<file path="src/rtl/serial_sub_pkg.sv">
// Shared types and helpers for the bit-serial subtractor.
package serial_sub_pkg;

  // Operation sequencing: wait for a request, walk the bits, present the result.
  typedef enum logic [1:0] {
    IDLE  = 2'd0,
    SHIFT = 2'd1,
    DONE  = 2'd2
  } state_t;

  // Width the subtractor is normally built at (the ALU's 4-bit datapath).
  localparam int DEFAULT_WIDTH = 4;

  // Bits needed to count 0 .. w-1 processed bit positions.
  function automatic int cnt_width(input int w);
    return (w > 2) ? $clog2(w) : 1;
  endfunction

endpackage

</file>
<file path="src/rtl/serial_subtractor_full_subtractor.sv">
// Single full-subtractor cell: d = x - y - bi, one bit, with borrow-out.
// Subtract counterpart of the adder's full-adder cell; purely combinational.
module full_subtractor (
  input  logic x,
  input  logic y,
  input  logic bi,
  output logic d,
  output logic bo
);

  assign d  = x ^ y ^ bi;
  // Borrow when x is 0 against a 1, or when x equals y and a borrow is pending.
  assign bo = (~x & y) | (~(x ^ y) & bi);

endmodule

</file>
<file path="src/rtl/serial_subtractor.sv">
// Bit-serial subtractor: diff = a - b - bin, one bit per clock, LSB first.
// The ripple chain is folded into one full_subtractor cell and a borrow flop.
// Optional signed-overflow flag is built only when SERIAL_SUB_OVF_EN is defined;
// otherwise ovf is a constant 0.
module serial_subtractor
  import serial_sub_pkg::*;
#(
  parameter int WIDTH = DEFAULT_WIDTH
) (
  input  logic             clk,
  input  logic             rst,
  input  logic             start,
  input  logic [WIDTH-1:0] a,
  input  logic [WIDTH-1:0] b,
  input  logic             bin,
  output logic             ready,
  output logic             busy,
  output logic             done,
  output logic [WIDTH-1:0] diff,
  output logic             bout,
  output logic             ovf
);

  localparam int CNT_W = cnt_width(WIDTH);

  state_t             state_q, state_d;
  logic [WIDTH-1:0]   a_sr_q, b_sr_q;
  logic [WIDTH-2:0]   res_q, res_d;
  logic               br_q;
  logic [CNT_W-1:0]   cnt_q;
  logic [WIDTH-1:0]   diff_q;
  logic               bout_q;
  logic               accept;
  logic               last_bit;
  logic               d_bit;
  logic               bo_bit;

  full_subtractor u_fs (
    .x  (a_sr_q[0]),
    .y  (b_sr_q[0]),
    .bi (br_q),
    .d  (d_bit),
    .bo (bo_bit)
  );

  assign last_bit = (cnt_q == CNT_W'(WIDTH - 1));

  // Result shift register: new bit enters at the top, older bits move down.
  // Only WIDTH-1 bits are stored; the final bit goes straight into diff.
  for (genvar gi = 0; gi < WIDTH - 1; gi++) begin : g_res
    if (gi == WIDTH - 2) begin : g_top
      assign res_d[gi] = d_bit;
    end else begin : g_mid
      assign res_d[gi] = res_q[gi+1];
    end
  end

  // State register.
  always_ff @(posedge clk) begin
    if (rst) state_q <= IDLE;
    else     state_q <= state_d;
  end

  // Next-state and accept decode; a request is honoured only outside SHIFT.
  always_comb begin
    state_d = state_q;
    accept  = 1'b0;
    case (state_q)
      IDLE: begin
        if (start) begin
          accept  = 1'b1;
          state_d = SHIFT;
        end
      end
      SHIFT: begin
        if (last_bit) state_d = DONE;
      end
      DONE: begin
        if (start) begin
          accept  = 1'b1;
          state_d = SHIFT;
        end else begin
          state_d = IDLE;
        end
      end
      default: state_d = IDLE;
    endcase
  end

  // Operand/borrow/count datapath and result capture on the last bit.
  always_ff @(posedge clk) begin
    if (rst) begin
      a_sr_q <= '0;
      b_sr_q <= '0;
      res_q  <= '0;
      br_q   <= 1'b0;
      cnt_q  <= '0;
      diff_q <= '0;
      bout_q <= 1'b0;
    end else if (accept) begin
      a_sr_q <= a;
      b_sr_q <= b;
      br_q   <= bin;
      cnt_q  <= '0;
      res_q  <= '0;
    end else if (state_q == SHIFT) begin
      a_sr_q <= {1'b0, a_sr_q[WIDTH-1:1]};
      b_sr_q <= {1'b0, b_sr_q[WIDTH-1:1]};
      br_q   <= bo_bit;
      cnt_q  <= cnt_q + CNT_W'(1);
      res_q  <= res_d;
      if (last_bit) begin
        diff_q <= {d_bit, res_q};
        bout_q <= bo_bit;
      end
    end
  end

`ifdef SERIAL_SUB_OVF_EN
  logic a_msb_q, b_msb_q, ovf_q;

  // Capture operand sign bits at accept; flag overflow when the result lands.
  always_ff @(posedge clk) begin
    if (rst) begin
      a_msb_q <= 1'b0;
      b_msb_q <= 1'b0;
      ovf_q   <= 1'b0;
    end else if (accept) begin
      a_msb_q <= a[WIDTH-1];
      b_msb_q <= b[WIDTH-1];
    end else if (state_q == SHIFT && last_bit) begin
      ovf_q <= (a_msb_q ^ b_msb_q) & (a_msb_q ^ d_bit);
    end
  end

  assign ovf = ovf_q;
`else
  assign ovf = 1'b0;
`endif

  assign ready = (state_q != SHIFT);
  assign busy  = (state_q == SHIFT);
  assign done  = (state_q == DONE);
  assign diff  = diff_q;
  assign bout  = bout_q;

endmodule
</file>
<file path="config.mk">
export PLATFORM = sky130hd
export DESIGN_NAME = serial_subtractor
export DESIGN_NICKNAME = d
export VERILOG_FILES = /design/src/rtl/serial_sub_pkg.sv /design/src/rtl/serial_subtractor_full_subtractor.sv /design/src/rtl/serial_subtractor.sv
export SDC_FILE = /design/constraint.sdc
export NUM_CORES = 1
export LEC_CHECK = 0
export ABC_AREA = 1
export CELL_PAD_IN_SITES_DETAIL_PLACEMENT = 1
export CELL_PAD_IN_SITES_GLOBAL_PLACEMENT = 2
export CORE_MARGIN = 10
export CORE_UTILIZATION = 26
export CTS_BUF_LIST = sky130_fd_sc_hd__clkbuf_4 sky130_fd_sc_hd__clkbuf_8 sky130_fd_sc_hd__clkbuf_16
export DETAILED_ROUTE_END_ITERATION = 10
export PLACE_DENSITY_LB_ADDON = 0.1
export SLEW_MARGIN = 20
export SYNTH_ARGS = -nofsm -noshare
export SYNTH_HDL_FRONTEND = slang
export SYNTH_SLANG_ARGS = --single-unit
</file>
<file path="constraint.sdc">
create_clock -name clk -period 1.3 [get_ports clk]
set_input_delay 0.13 -clock clk [delete_from_list [all_inputs] [get_ports clk]]
set_output_delay 0.13 -clock clk [all_outputs]
set_load 0.03 [all_outputs]
</file>
==> flow_summary.json <==
{
  "status": "completed",
  "drtPass1Iterations": 4,
  "p_per_area_nw_per_um2": 1040,
  "postCtsSetupBuffers": 0,
  "initial_core_util": 0.273,
  "place_inst": 199,
  "cts.path.max_buffers": 2,
  "die_x_um": 79.4,
  "slew_violations": 0,
  "n_antenna_cell": 0,
  "syn_avg_cell_area_um2": 7.11,
  "final_cell_mix": "25 x nor2_1, 25 x nand2_1, 19 x dfxtp_1",
  "synth-simple-area-share": 0.271,
  "nets": 172,
  "first_iter_violations": 50,
  "core_um2": 3360,
  "rr_endpoint": "res_q[2]$_SDFFE_PP0N_",
  "synth-xor-area-share": 0.00955,
  "synth_seq_cells": 21,
  "final.setup_skew_ns": 0.00240,
  "gp_congestion": 0.727,
  "critPathKind": "register to register",
  "grt_pass1_vias": 912,
  "clock_latency_ns": 0.30,
  "r2r_slack_ns": 0.09,
  "fin_crit_ns": 1.21,
  "dp_hpwl_um": 1900,
  "die_area_um2": 6300,
  "total_power_uw": 1280,
  "n_fill_cell": 449,
  "fmax_ghz": 0.828,
  "critPathRequiredTime_ns": 1.54,
  "postSynthCellCount": 129,
  "min_delay_worst_endpoint": "a_sr_q[3]$_SDFFE_PP0P_",
  "portBuffers": 19,
  "grt_pass1_wl_um": 4240,
  "reg2reg_depth": 4,
  "grt_max_degree": 12,
  "synth-compound-area-share": 0.0982,
  "rsz0062_at_grt": "no",
  "grtUsageTotal": 0.0834,
  "cp-end-kind": "register",
  "dr_total_vias": 852,
  "ctsHoldBuffers": 0,
  "ant_nets": 0,
  "cap_violations": 0,
  "hold_viol": 0,
  "ys_seq_area_frac": 0.458,
  "cts_tree": "yes",
  "hp-start": "a[3]",
  "synth_top_area_frac": 0.458,
  "vias_per_cell": 4.20,
  "grt-ovfl-total": 0,
  "hold_class": "primary input to register",
  "drc": 0,
  "rr_startpoint": "br_q$_SDFFE_PP0P_",
  "clock-sinks": 21,
  "yosysTopAreaCell": "dfxtp_1",
  "setup_viol": 0,
  "crit_fanout": 2,
  "cts_root_buf": "clkbuf_4",
  "num_rows": 21,
  "post_drt_wl_per_cell_um": 11.7,
  "syn_area_um2": 917,
  "clk_pin_slew_worst_paths_ns": 0.12,
  "p_leak_uw": 0.000601,
  "setup_tns_ns": 0,
  "floorplan.io_pins": 21,
  "post-route-period-util": 0.930,
  "yosys-mux-area-fraction": 0,
  "postRouteWirelength_um": 2380,
  "syn_to_final_growth_pct": 33.8,
  "synth_cell_type_count": 16,
  "synth_nets": 143,
  "synth_fa_ha_area_frac": 0.0355,
  "synth_top_family_by_area": "simple AND/OR/NAND/NOR gates",
  "antenna_found_initial": 0,
  "hold_depth": 3,
  "crit_arrival_ns": 1.45,
  "die_y_um": 79.4,
  "yosysWarnings": 0,
  "ir_drop_uv": 414,
  "startpoint_type": "register",
  "cts_inserted_buffers": 3,
  "drive_gt1_frac": 0.153,
  "layoutNonFillerInstCount": 203,
  "cts_max_level": 1,
  "synth_area_leaders": "dfxtp_1 46%, nand2_1 11%, nor2_1 10%"
}
where the power goes:
part	internal, uW	switching, uW
registers	677	18.9
clock network	140	202
logic	106	132
routing by layer:
metal  vias to the layer above  GRT usage  share of wire
met5                         -          0              0
met4                         0     0.0269         0.0097
met3                         4     0.0304          0.052
met2                        15      0.136           0.47
met1                       386     0.0986           0.47
li1                        447          -              -
through the flow:
stage	util	hold WS [ns]	cell area, um^2	setup slack (ns)
floorplan	-	0.199	917	0.188
global placement	0.354	0.454	1190	-0.0494
detailed placement	0.354	0.456	1190	-0.110
CTS	0.363	0.377	1220	0.0337
global route	0.365	0.403	1230	0.000487
finish	0.365	0.381	1230	0.0916
critical path, cell delays in order (launching register included):
cell and delay [ns]:
dfxtp_2 0.33, inv_1 0.05, fa_1 0.58, nand2_1 0.07
a21oi_1 0.12
cell usage after synthesis (all sizes together):
library cell and instances:
a21oi 8, buf 4, conb 1, dfxtp 21
fa 1, ha 1, inv 21, nand2 27
nand3 8, nor2 26, o21ai 10, xor2 1
state kept, by name, summed over array words and instances, names as in the netlist:
name,count
a_sr_q,4
b_sr_q,4
diff,4
res_q,3
cnt_q,2
state_q,2
bout,1
br_q,1
final cells by class:
| cell class | count | area (um^2) | area share |
|---|---|---|---|
| Clock buffer | 4 | 30.0 | 0.0245 |
| Inverter | 21 | 81.3 | 0.0663 |
| Multi-Input combinational cell | 83 | 392 | 0.319 |
| Sequential cell | 21 | 423 | 0.345 |
| Tap cell | 46 | 57.6 | 0.0469 |
| Timing Repair Buffer | 28 | 244 | 0.199 |
cells by family (layout without fill, tap and decap cells):
logic type,Yosys count,after routing
AOI/OAI and AO/OA,18,18
xor gates and xnor gates,1,1
adders and majority gates,2,2
buffers and inverters,25,53
DFF,21,21
other,1,1
and+or+nand+nor,61,61
how the worst max path moves through the flow:
stage / start / to / slack [ns] / cells after the start
after global routing: state_q[1]$_SDFFE_PP0P_ / busy / 0.0005 / 4
after CTS: state_q[0]$_SDFFE_PP0P_ / br_q$_SDFFE_PP0P_ / 0.03 / 7
after global placement: start / br_q$_SDFFE_PP0P_ / -0.05 / 7
final: br_q$_SDFFE_PP0P_ / res_q[2]$_SDFFE_PP0N_ / 0.09 / 4
after detailed placement: start / br_q$_SDFFE_PP0P_ / -0.11 / 7
after floorplan: b_sr_q[0]$_SDFFE_PP0P_ / res_q[2]$_SDFFE_PP0N_ / 0.19 / 4
timing repair:
item	in CTS	in global routing
setup endpoints to repair	6	7
resized for setup	9	3
pin swaps	0	1
No activity file was read; power rests on OpenSTA's default activity.
